`src/rtl/tx_arb_pkg.sv`:
```
// Shared definitions for the tx_frame_arbiter slice: FSM state encoding,
// byte width and a pointer-width helper.
package tx_arb_pkg;

  localparam int unsigned BYTE_W = 8;

  typedef enum logic [2:0] {
    IDLE      = 3'd0,
    FETCH     = 3'd1,
    SEND      = 3'd2,
    WAIT_ACK  = 3'd3,
    WAIT_DONE = 3'd4
  } state_t;

  // Width of an index into n requesters; never narrower than one bit.
  function automatic int unsigned idx_w(input int unsigned n);
    return (n > 1) ? $clog2(n) : 1;
  endfunction

endpackage

```
`src/rtl/tx_frame_arbiter_if.sv`:
```
// Requester/uart_tx side bundle of tx_frame_arbiter.
// slave: arbiter view; master: requesters plus uart_tx view.
interface tx_frame_arbiter_if import tx_arb_pkg::*; #(
  parameter int unsigned NUM_REQ = 3
);

  logic [NUM_REQ-1:0]        req_valid_i;
  logic [BYTE_W*NUM_REQ-1:0] req_byte_i;
  logic [NUM_REQ-1:0]        req_last_i;
  logic [NUM_REQ-1:0]        req_ready_o;
  logic [NUM_REQ-1:0]        grant_o;
  logic [BYTE_W-1:0]         sbyte_o;
  logic                      send_o;
  logic                      busy_i;
  logic                      frame_done_o;
  logic                      timeout_o;

  modport slave (
    input  req_valid_i, req_byte_i, req_last_i, busy_i,
    output req_ready_o, grant_o, sbyte_o, send_o, frame_done_o, timeout_o
  );

  modport master (
    output req_valid_i, req_byte_i, req_last_i, busy_i,
    input  req_ready_o, grant_o, sbyte_o, send_o, frame_done_o, timeout_o
  );

endinterface

```
`src/rtl/tx_frame_arbiter_rr_pick.sv`:
```
// Combinational round-robin picker: one-hot grant of the first requester
// found searching upward from the index after prev, wrapping to 0.
module rr_pick import tx_arb_pkg::*; #(
  parameter int unsigned NUM_REQ = 3
) (
  input  logic [NUM_REQ-1:0]        req,
  input  logic [idx_w(NUM_REQ)-1:0] prev,
  output logic [NUM_REQ-1:0]        grant
);

  localparam int unsigned PTR_W = idx_w(NUM_REQ);

  logic [PTR_W-1:0] idx;
  logic             found;

  // Scan NUM_REQ positions starting just after prev; first hit wins.
  always_comb begin
    grant = '0;
    found = 1'b0;
    idx   = '0;
    for (int unsigned i = 1; i <= NUM_REQ; i++) begin
      idx = PTR_W'((32'(prev) + i) % NUM_REQ);
      if (!found && req[idx]) begin
        grant[idx] = 1'b1;
        found      = 1'b1;
      end
    end
  end

endmodule

```
`src/rtl/tx_frame_arbiter.sv`:
```
// Frame-granular round-robin arbiter feeding one uart_tx from NUM_REQ byte
// requesters. Optional starvation watchdog: define TX_ARB_TIMEOUT_EN.
module tx_frame_arbiter import tx_arb_pkg::*; #(
  parameter int unsigned NUM_REQ        = 3,
  parameter int unsigned TIMEOUT_CYCLES = 1024
) (
  input logic             clk_i,
  input logic             rstn_i,
  tx_frame_arbiter_if.slave bus
);

  localparam int unsigned PTR_W = idx_w(NUM_REQ);

  if (TIMEOUT_CYCLES < 1) begin : g_cfg_check
    $error("tx_frame_arbiter: TIMEOUT_CYCLES must be at least 1");
  end

  state_t             state_q, state_d;
  logic [NUM_REQ-1:0] grant_q, grant_d;
  logic [PTR_W-1:0]   prev_q, prev_d;
  logic [BYTE_W-1:0]  sbyte_q, sbyte_d;
  logic               last_q, last_d;

  logic [NUM_REQ-1:0] pick;
  logic [NUM_REQ-1:0] ready;
  logic [PTR_W-1:0]   owner_idx;
  logic [BYTE_W-1:0]  sel_byte;
  logic               sel_last;
  logic               owner_valid;
  logic               send;
  logic               done;
  logic               tmo;

`ifdef TX_ARB_TIMEOUT_EN
  localparam int unsigned CNT_W = $clog2(TIMEOUT_CYCLES + 1);
  logic [CNT_W-1:0] cnt_q, cnt_d;
`endif

  rr_pick #(.NUM_REQ(NUM_REQ)) u_rr_pick (
    .req   (bus.req_valid_i),
    .prev  (prev_q),
    .grant (pick)
  );

  // Decode the one-hot owner into an index plus its byte/last/valid.
  always_comb begin
    owner_idx = '0;
    sel_byte  = '0;
    sel_last  = 1'b0;
    for (int unsigned k = 0; k < NUM_REQ; k++) begin
      if (grant_q[k]) begin
        owner_idx = PTR_W'(k);
      end
      sel_byte = sel_byte | ({BYTE_W{grant_q[k]}} & bus.req_byte_i[BYTE_W*k +: BYTE_W]);
      sel_last = sel_last | (grant_q[k] & bus.req_last_i[k]);
    end
    owner_valid = |(grant_q & bus.req_valid_i);
  end

  // Next-state, datapath updates and handshake outputs.
  always_comb begin
    state_d = state_q;
    grant_d = grant_q;
    prev_d  = prev_q;
    sbyte_d = sbyte_q;
    last_d  = last_q;
    ready   = '0;
    send    = 1'b0;
    done    = 1'b0;
    tmo     = 1'b0;
`ifdef TX_ARB_TIMEOUT_EN
    cnt_d   = '0;
`endif
    unique case (state_q)
      IDLE: begin
        if (|bus.req_valid_i) begin
          grant_d = pick;
          state_d = FETCH;
        end
      end
      FETCH: begin
        ready = grant_q & bus.req_valid_i & {NUM_REQ{~bus.busy_i}};
        if (|ready) begin
          sbyte_d = sel_byte;
          last_d  = sel_last;
          state_d = SEND;
        end
`ifdef TX_ARB_TIMEOUT_EN
        else if (cnt_q == CNT_W'(TIMEOUT_CYCLES)) begin
          tmo     = 1'b1;
          grant_d = '0;
          prev_d  = owner_idx;
          state_d = IDLE;
        end else if (!owner_valid) begin
          cnt_d = cnt_q + 1'b1;
        end else begin
          cnt_d = cnt_q;
        end
`endif
      end
      SEND: begin
        send    = 1'b1;
        state_d = WAIT_ACK;
      end
      WAIT_ACK: begin
        if (bus.busy_i) begin
          state_d = WAIT_DONE;
        end
      end
      WAIT_DONE: begin
        if (!bus.busy_i) begin
          if (last_q) begin
            done    = 1'b1;
            grant_d = '0;
            prev_d  = owner_idx;
            state_d = IDLE;
          end else begin
            state_d = FETCH;
          end
        end
      end
      default: state_d = IDLE;
    endcase
  end

  // FSM state register.
  always_ff @(posedge clk_i or negedge rstn_i) begin
    if (!rstn_i) begin
      state_q <= IDLE;
    end else begin
      state_q <= state_d;
    end
  end

  // Grant, round-robin pointer and latched byte registers.
  always_ff @(posedge clk_i or negedge rstn_i) begin
    if (!rstn_i) begin
      grant_q <= '0;
      prev_q  <= PTR_W'(NUM_REQ - 1);
      sbyte_q <= '0;
      last_q  <= 1'b0;
    end else begin
      grant_q <= grant_d;
      prev_q  <= prev_d;
      sbyte_q <= sbyte_d;
      last_q  <= last_d;
    end
  end

`ifdef TX_ARB_TIMEOUT_EN
  // Starvation counter: consecutive FETCH cycles with owner valid low.
  always_ff @(posedge clk_i or negedge rstn_i) begin
    if (!rstn_i) begin
      cnt_q <= '0;
    end else begin
      cnt_q <= cnt_d;
    end
  end
`endif

  assign bus.req_ready_o  = ready;
  assign bus.grant_o      = grant_q;
  assign bus.sbyte_o      = sbyte_q;
  assign bus.send_o       = send;
  assign bus.frame_done_o = done;
`ifdef TX_ARB_TIMEOUT_EN
  assign bus.timeout_o    = tmo;
`else
  assign bus.timeout_o    = 1'b0;
`endif

endmodule

```
`src/flat_wrapper.sv`:
```
// flat-port wrapper written by rule: the top's interface ports become plain ports
module tx_frame_arbiter_flat import tx_arb_pkg::*;
#(
  parameter int unsigned NUM_REQ        = 3,
  parameter int unsigned TIMEOUT_CYCLES = 1024
)
  (clk_i, rstn_i, bus_req_valid_i, bus_req_byte_i, bus_req_last_i, bus_busy_i, bus_req_ready_o, bus_grant_o, bus_sbyte_o, bus_send_o, bus_frame_done_o, bus_timeout_o);
  tx_frame_arbiter_if #(.NUM_REQ(NUM_REQ)) bus_i ();
  input logic clk_i;
  input logic rstn_i;
  input wire logic [$bits(bus_i.req_valid_i)-1:0] bus_req_valid_i;
  input wire logic [$bits(bus_i.req_byte_i)-1:0] bus_req_byte_i;
  input wire logic [$bits(bus_i.req_last_i)-1:0] bus_req_last_i;
  input wire logic [$bits(bus_i.busy_i)-1:0] bus_busy_i;
  output wire logic [$bits(bus_i.req_ready_o)-1:0] bus_req_ready_o;
  output wire logic [$bits(bus_i.grant_o)-1:0] bus_grant_o;
  output wire logic [$bits(bus_i.sbyte_o)-1:0] bus_sbyte_o;
  output wire logic [$bits(bus_i.send_o)-1:0] bus_send_o;
  output wire logic [$bits(bus_i.frame_done_o)-1:0] bus_frame_done_o;
  output wire logic [$bits(bus_i.timeout_o)-1:0] bus_timeout_o;
  assign bus_i.req_valid_i = bus_req_valid_i;
  assign bus_i.req_byte_i = bus_req_byte_i;
  assign bus_i.req_last_i = bus_req_last_i;
  assign bus_i.busy_i = bus_busy_i;
  assign bus_req_ready_o = bus_i.req_ready_o;
  assign bus_grant_o = bus_i.grant_o;
  assign bus_sbyte_o = bus_i.sbyte_o;
  assign bus_send_o = bus_i.send_o;
  assign bus_frame_done_o = bus_i.frame_done_o;
  assign bus_timeout_o = bus_i.timeout_o;
  tx_frame_arbiter #(.NUM_REQ(NUM_REQ), .TIMEOUT_CYCLES(TIMEOUT_CYCLES)) u_core (.clk_i(clk_i), .rstn_i(rstn_i), .bus(bus_i));
endmodule
```
`config.mk`:
```
export PLATFORM = sky130hd
export DESIGN_NAME = tx_frame_arbiter_flat
export DESIGN_NICKNAME = d
export VERILOG_FILES = /design/src/rtl/tx_arb_pkg.sv /design/src/rtl/tx_frame_arbiter_if.sv /design/src/rtl/tx_frame_arbiter_rr_pick.sv /design/src/rtl/tx_frame_arbiter.sv /design/src/flat_wrapper.sv
export SDC_FILE = /design/constraint.sdc
export NUM_CORES = 1
export LEC_CHECK = 0
export BUFFER_PORTS_ARGS = -buffer_cell sky130_fd_sc_hd__buf_4
export CAP_MARGIN = 5
export CORE_MARGIN = 2
export CORE_UTILIZATION = 45
export CTS_CLUSTER_SIZE = 16
export DETAILED_ROUTE_END_ITERATION = 6
export GPL_TIMING_DRIVEN = 1
export PLACE_DENSITY = 0.87
export SYNTH_ARGS = -nofsm -noshare
export SYNTH_HDL_FRONTEND = slang
export SYNTH_SLANG_ARGS = --single-unit
```
`constraint.sdc`:
```
create_clock -name clk_i -period 4.6 [get_ports clk_i]
set_input_delay 1.38 -clock clk_i [delete_from_list [all_inputs] [get_ports clk_i]]
set_output_delay 1.38 -clock clk_i [all_outputs]
set_load 0.005 [all_outputs]
```
Yosys cells after proc, flatten, opt, wreduce, memory -nomap -nowiden:

Cells that the tools add are included.

* register bits after elaboration: 17
* latch bits: 0
* RAM bits: 0
* memory bits (read-only): 0
* input bits: 33
* output and inout port bits: 17
* word-level logic and storage cells: 90
* memories: 0

* add/sub/neg operators: 3
* multiply operators: 0
* div/mod/pow operators: 3
* $lt $le $gt $ge: 6
* equal/unequal tests: 9
* shift-type cells: 0
* multiplexer cells: 34
* bitwise gates (word level): 15
* reductions and logical operators: 15

Operator list (number)
* modulo 32 x 2 -> 32 bit, second input constant: 3
* two-way mux 3 bit: 11
* bitwise AND 8 bit: 3
* bitwise OR 8 bit: 2
* one-hot mux 3 bit (5 select lines): 1
* two-way mux 1 bit: 14
* < comparator 2 x 3 -> 1 bit, second input constant: 3
* AND reduction 4 bit: 2
* adder 2 x 2 -> 3 bit, second input constant: 2
* bitwise AND 3 bit: 2
* binary-select mux 1 bit (select 2 bit): 3
* demux 1 bit (select 2 bit): 3
* equality test 3 x 2 -> 1 bit, second input constant: 2
* greater-or-equal comparator 2 x 1 -> 1 bit, second input constant: 3
* inequality test 2 x 1 -> 1 bit, second input constant: 3
* bitwise OR 3 bit: 2
* one-hot mux 3 bit (2 select lines): 1
* OR reduction 3 bit: 2
* logical AND 1 bit: 5
* inequality test 2 bit, second input constant: 2
* adder 2 x 1 -> 3 bit, second input constant: 1
* bitwise AND 1 bit: 3
* equality test 3 x 1 -> 1 bit, second input constant: 1
* equality test 3 bit, second input constant: 1
* 8 further kinds: 10

Logic depth before layout (Yosys ltp):

Gate-level depths: netlist of run 1.

* depth after elaboration: 13
* mapped depth: 7
* gate-level depth less buffers: 6

By module:

Synthesis of run 1 repeated with hierarchy kept, for this count alone.

* cells, all modules: 124
* area, all modules: 1194.9 um^2

By module, submodules not included
* tx_frame_arbiter: times used 1, cells each 92, area an instance 967.2 um^2, sequential area each 426.7 um^2
* rr_pick: times used 1, cells each 32, area an instance 227.7 um^2, sequential area each 0.0 um^2

Worst setup path before layout of run 1:

No wires, ideal clock.

* path type: input-to-output
* start point: input port bus_busy_i
* end point: output port bus_req_ready_o[0]
* arrival time: 2.028 ns
* setup slack: 1.192 ns
* stages on the path: 2
* cells stage by stage: or4b_4 nor2_1

* cells in the longest elaborated chain, start to end: 3

Ends and longest elaborated chain
* from (decl): line flat_wrapper.sv:14 `input wire logic [$bits(bus_i.busy_i)-1:0] bus_busy_i;`
* inverter 1 bit (no line)
* bitwise AND 3 bit: line tx_frame_arbiter.sv:82 `ready = grant_q & bus.req_valid_i & {NUM_REQ{~bus.busy_i}};`
* two-way mux 3 bit: line tx_frame_arbiter.sv:74 `unique case (state_q)`
* to (decl): line flat_wrapper.sv:15 `output wire logic [$bits(bus_i.req_ready_o)-1:0] bus_req_ready_o;`

Every way passes these cells.

Worst setup path after layout of run 1:

* start point: input port bus_busy_i
* end point: output port bus_frame_done_o

* cells in the longest elaborated chain, start to end: 2

Ends and longest elaborated chain
* two-way mux 1 bit: line tx_frame_arbiter.sv:111 `if (!bus.busy_i) begin`
* two-way mux 1 bit: line tx_frame_arbiter.sv:74
* to (decl): line flat_wrapper.sv:19 `output wire logic [$bits(bus_i.frame_done_o)-1:0] bus_frame_done_o;`

Every way passes these cells.

==> results by group, run 1 <==
Setup path
  • Worst Setup SP: bus_busy_i
  • Flop2flop setup slack: 2620 ps
  • Max FO, Critical Path: 6
  • Arr. time, crit path: roughly 2300 ps
  • WS Path Type: in -> out
  • RR Startpoint: u_core.prev_q[0]
  • Worst Setup Start Kind: input pin
  • R2R depth: 6
  • Critical Path End Type: output port
  • CP required: approximately 3200 ps

Clock network
  • Clk sinks: 17
  • Root buffer cell: clkbuf_4
  • CTS tree: yes
  • Cts repair resizes: 0
  • H-Tree Depth: 1
  • Clock Latency Late Sink: 280 ps
  • Post-CTS Hold Fix Bufs: 0
  • Post-CTS setup buffers: 0
  • Reg clk slew, reported paths: about 100 ps
  • Num CTS Buffers: 3
  • Clock Path Buffers: 2

Floorplanning
  • Die area: about 3100 µm²
  • Total I/O pin count: 50
  • Cell Rows: 18
  • Core ar.: 2500 µm²
  • Die height: approximately 56 µm
  • Die extent in x: 55.6 µm
  • Initial Util: 0.480

Cells and area
  • Non-filler cells, final: 200
  • Layout area overhead: 27.5%
  • Share of post-route cells with drive strength above 1: 0.353
  • # fillers: 210
  • Final Cell Area: 1530 µm²
  • Nets: approximately 210
  • # diodes: 0

Status
  • Run status: complete, no violations

Synthesis
  • Synth area leaders: dfrtp_1, a222oi_1, a21oi_1
  • Synth Area per Inst: 9.37 µm²
  • Syn_nets: roughly 170
  • Synth Warn #: 0
  • Seq/Total Area, Yosys: 0.356
  • Fraction of registers with async set/reset: 1.00
  • Synthesized flop and latch total: 17
  • Synthesized instance count: 128
  • Ys flop type: dfrtp_1
  • Yosys cell types: 44
  • Post-synth top cells: dfrtp_1, a21oi_1, nor2_1
  • Number of flops mapped to enable cells by yosys: 0
  • Dominant cell type by area after synthesis: dfrtp_1
  • Top-area cell type share of the netlist area: 0.334
  • Post-synthesis cell area: 1200 µm²
  • Most common cell in the synthesized netlist: dfrtp_1

Placed design
  • Area after DPL: between 1500 and 2000 µm²
  • Number of port buffers: 48
  • Detailed Place HPWL: between 2000 and 2500 µm
  • Dpl ws: about 900 ps
  • Placer Congestion: slightly below 0.8
  • Placed cells: 196

Routing
  • Residual DRC: 0
  • Via/cell ratio: approximately 6.0
  • Final ANT Viol Nets: 0
  • Vias: ~1,200
  • Routed WL: 3010 µm
  • Post-DR wirelength/cell: around 15 µm
  • Drt pass-1 iters: 5
  • Starting DRT DRC Count: approximately 100

Global route
  • Initial antenna violation count: 0
  • Vias in the first global route: 1,187
  • GR Overflow Total: 0
  • Largest net degree at the start of global routing: 19
  • GR Util All Layers: 0.199
  • Global-route wire length before repair: between 5000 and 6000 µm

Worst hold path
  • Hold_sp: u_core.bus.sbyte_o[6]
  • HP Class: reg -> reg
  • Hold path depth: 2

Flow run
  • Max cap viols: 0

Timing
  • Tcrit/Tclk final: 0.805
  • Endpoints failing setup: 0
  • Slew Viols, Final: 0
  • Tightest hold margin: 537 ps
  • Worst Clk Skew: approximately 6.7 ps
  • Clock period minus worst slack: between 3000 and 4000 ps
  • Slew @ Worst Pin: between 500 and 600 ps
  • Unrepaired setup endpoints after global routing: false
  • Final WS setup: 899 ps
  • Post-route setup TNS: 0 ps
  • Fmax: ~0.27 GHz
  • Max transition margin: 0.657
  • Final Hold Fails: 0

Pwr
  • Maximum VDD drop: roughly 330 µV
  • Leakage: roughly 0.7 nW
  • PwrDens: approximately 550 nW/µm²
-- registers in the layout, summed over array words and instances, names as in the netlist --
signal and cells:
u_core.bus.sbyte_o 8, u_core.bus.grant_o 3, u_core.state_q 3, u_core.prev_q 2, u_core.last_q 1
-- kinds of logic (layout without fill, tap and decap cells) --
group	Yosys count	in the layout	synth area share
other	1	1	0.00313
DFF	17	17	0.356
adders and majority gates	4	4	0.0417
muxes	6	6	0.0521
AOI/OAI and AO/OA	42	42	0.263
buffers and inverters	17	59	0.101
and+or+nand+nor	41	41	0.184
-- final cells by class --
cell class                 instances  area (µm²)  share of cell area
sequential                        17         427               0.279
timing repair buffer              48         360               0.235
clock inverter                     1        5.00             0.00327
inverter                           7        26.3              0.0172
multi-input combinational         94         652               0.426
clock buffer                       3        22.5              0.0147
tap                               30        37.5              0.0245
-- power by group --
part	leakage (nW)	total (W)	switching (W)	internal [W]
logic	0.474	0.000459	0.000223	0.000237
clock network	0.0177	0.0000770	0.0000448	0.0000322
registers	0.199	0.000309	0.0000888	0.000220
-- stage by stage --
step                power (W)   util
finish               0.000845  0.612
global route         0.000920  0.612
CTS                  0.000845  0.612
detailed placement   0.000768  0.601
global placement     0.000742  0.601
floorplan            0.000611      -
-- metal layers --
layer	part of all wire	track usage	up-vias
met5	0	0	-
met4	0.011	0.0697	0
met3	0.095	0.0442	4
met2	0.49	0.345	67
met1	0.40	0.243	547
li1	-	-	573
-- worst paths after layout --
path / to
min in group asynchronous: u_core.bus.grant_o[2]
min reg2reg: u_core.bus.sbyte_o[6]
max: bus_frame_done_o
min: u_core.bus.sbyte_o[6]
max reg2reg: u_core.bus.grant_o[0]
max in group asynchronous: u_core.prev_q[1]
-- critical path, stage by stage --
cell and delay [ps]:
buf_4 130, nand3b_1 200, or2_2 340, inv_1 130, buf_4 130
-- placed cells by master (no fill, tap or decap), types with 2 or more instances in the layout --
cell type | synthesis | layout
nor2b_1 | 4 | 4
o21ai_0 | 6 | 6
nor2_1 | 13 | 13
o221ai_1 | 3 | 3
buf_4 | 2 | 48
dfrtp_1 | 16 | 16
clkbuf_4 | 0 | 3
mux2i_1 | 4 | 4
nand3_1 | 4 | 4
nor3_1 | 3 | 3
inv_1 | 7 | 7
mux2_2 | 2 | 2
nand3b_1 | 3 | 3
a222oi_1 | 9 | 9
or3_1 | 2 | 2
a21oi_1 | 13 | 13
ha_1 | 4 | 4
nand2_1 | 4 | 4
Note: power is estimated with default switching activity, not from simulation.
==> run 2: changes to the inputs <==
- clock period: 4.6 -> 3.5 ns (I/O delays scaled with it)
==> results by group, run 2 (same netlist as run 1, synthesis figures left out) <==
Setup path
  • Worst Setup Start Kind: input pin
  • Arr. time, crit path: 2000 ps (-320 ps)
  • CP required: 2450 ps (-770 ps)
  • WS Path Type: in -> out
  • Critical Path End Type: output port
  • Max FO, Critical Path: 6 (unchanged)

Timing
  • Endpoints failing setup: 0 (unchanged)
  • Tightest hold margin: 532 ps (-4.07 ps)
  • Post-route setup TNS: 0 ps (unchanged)
  • Clock period minus worst slack: 3050 ps
  • Final Hold Fails: 0 (unchanged)
  • Worst Clk Skew: 2.94 ps (-3.72 ps)
  • Fmax: roughly 0.33 GHz
  • Unrepaired setup endpoints after global routing: false
  • Tcrit/Tclk final: 0.872
  • Slew Viols, Final: 0 (unchanged)

Floorplanning
  • Cell Rows: 18 (unchanged)
  • Die height: 55.6 µm (unchanged)
  • Initial Util: 0.480 (unchanged)
  • Die area: 3100 µm² (unchanged)
  • Total I/O pin count: 50 (unchanged)
  • Core ar.: 2500 µm² (unchanged)
  • Die extent in x: 55.6 µm (unchanged)

Global route
  • GR Util All Layers: 0.193 (-0.00599)
  • Largest net degree at the start of global routing: 19 (unchanged)
  • GR Overflow Total: 0 (unchanged)
  • Initial antenna violation count: 0 (unchanged)
  • Global-route wire length before repair: 4920 µm (-3.5%)
  • Vias in the first global route: 1,112 (-6.3%)

Placed design
  • Placer Congestion: 0.780 (about the same)
  • Area after DPL: 1500 µm² (unchanged)
  • Number of port buffers: 48 (unchanged)
  • Detailed Place HPWL: 2160 µm (-6.1%)

Cells and area
  • Layout area overhead: 27.4% (about the same)
  • Final Cell Area: 1530 µm² (about the same)
  • Share of post-route cells with drive strength above 1: 0.347 (-0.00588)
  • # diodes: 0 (unchanged)
  • Nets: 208 (unchanged)
  • # fillers: 219 (+4.3%)
  • Most common cell after layout, fill and taps aside: buf_4
  • Max reg flops: 8 (unchanged)
  • Commonest non-fill, non-tap cells in the layout: buf_4, dfrtp_1, nor2_1, a21oi_1, a222oi_1

Pwr
  • Switching part of the total: 0.415 (-0.00640)
  • Flop pwr share: 0.366 (about the same)
  • Clk pwr share: 0.092 (about the same)
  • Leakage: 0.688 nW (-0.39%)
  • PwrDens: 721 nW/µm² (+31%)
  • Net switching power: 0.000457 W (+28%)
  • Logic pwr share: 0.542 (about the same)
  • Maximum VDD drop: 452 µV (+37%)
  • P_int: 0.000645 W (+32%)

Clock network
  • Clk sinks: 17 (unchanged)
  • Post-CTS Hold Fix Bufs: 0 (unchanged)
  • Post-CTS setup buffers: 0 (unchanged)
  • Reg clk slew, reported paths: 90 ps (about the same)
  • H-Tree Depth: 1 (unchanged)
  • Num CTS Buffers: 3 (unchanged)
  • Cts repair resizes: 0 (unchanged)
  • Clock Latency Late Sink: 280 ps (about the same)
  • Clock Path Buffers: 2 (unchanged)
  • CTS tree: yes
  • Root buffer cell: clkbuf_4

Status
  • Run status: complete, no violations

Routing
  • Drt pass-1 iters: 4 (-1)
  • Residual DRC: 0 (unchanged)
  • Routed WL: 2860 µm (-4.9%)
  • Final ANT Viol Nets: 0 (unchanged)
  • Post-DR wirelength/cell: 14.3 µm (-4.9%)
  • Starting DRT DRC Count: 98 (-3.0%)
  • Vias: 1,146 (-3.8%)
  • Via/cell ratio: 5.73 (-3.8%)

Flow run
  • Max cap viols: 0 (unchanged)

Worst hold path
  • HP Class: reg -> reg
[run 2: final timing paths]
path / depth (start not counted) / from / endpoint / slack [ps]
worst max-delay path: 4 / bus_busy_i / bus_req_ready_o[1] / 450
worst min-delay path: 2 / u_core.bus.sbyte_o[6] / u_core.bus.sbyte_o[6] / 530
worst max register to register: 6 / u_core.prev_q[0] / u_core.bus.grant_o[0] / 1510
worst min register to register: 2 / u_core.bus.sbyte_o[6] / u_core.bus.sbyte_o[6] / 530
max in group asynchronous: 1 / rstn_i / u_core.prev_q[1] / 2640
min in group asynchronous: 1 / rstn_i / u_core.bus.grant_o[0] / 620
[run 2: power groups by stage]
| stage | Sequential, W | Combinational, W | Clock, W |
|---|---|---|---|
| 4_1_cts | 0.000401 | 0.000601 | 0.000103 |
| 3_3_place_gp | 0.000402 | 0.000573 | 0 |
| 5_1_grt | 0.000419 | 0.000670 | 0.000116 |
| 2_1_floorplan | 0.000354 | 0.000449 | 0 |
| 3_5_place_dp | 0.000406 | 0.000597 | 0 |
| 6_report | 0.000403 | 0.000598 | 0.000102 |
[run 2: cell type report]
cell class | instances | area [µm²] | share of cell area
repair buffers | 48 | 360 | 0.236
multi-input cells | 94 | 652 | 0.426
inverters | 7 | 26.3 | 0.0172
clock buffers | 4 | 26.3 | 0.0172
well taps | 30 | 37.5 | 0.0245
flip-flops and latches | 17 | 427 | 0.279
[run 2: per-layer routing]
metal / GRT usage / up-vias / wire length, µm
li1: - / 566 / -
met1: 0.251 / 526 / 1180
met2: 0.318 / 50 / 1420
met3: 0.0465 / 4 / 238
met4: 0.0592 / 0 / 24
met5: 0 / - / 0
[run 2: worst max-delay path, stage by stage]
cell	delay (ps)
buf_4	130
or4b_4	530
nor2_1	160
buf_4	130
[run 2: metrics by stage]
step           worst slack (ps)  cells   util  power (W)
2_1_floorplan               752    128      -   0.000803
3_3_place_gp                519    196  0.601   0.000974
3_5_place_dp                501    196  0.601    0.00100
4_1_cts                     450    200  0.612    0.00111
5_1_grt                     405    200  0.612    0.00121
6_report                    448    200  0.612    0.00110
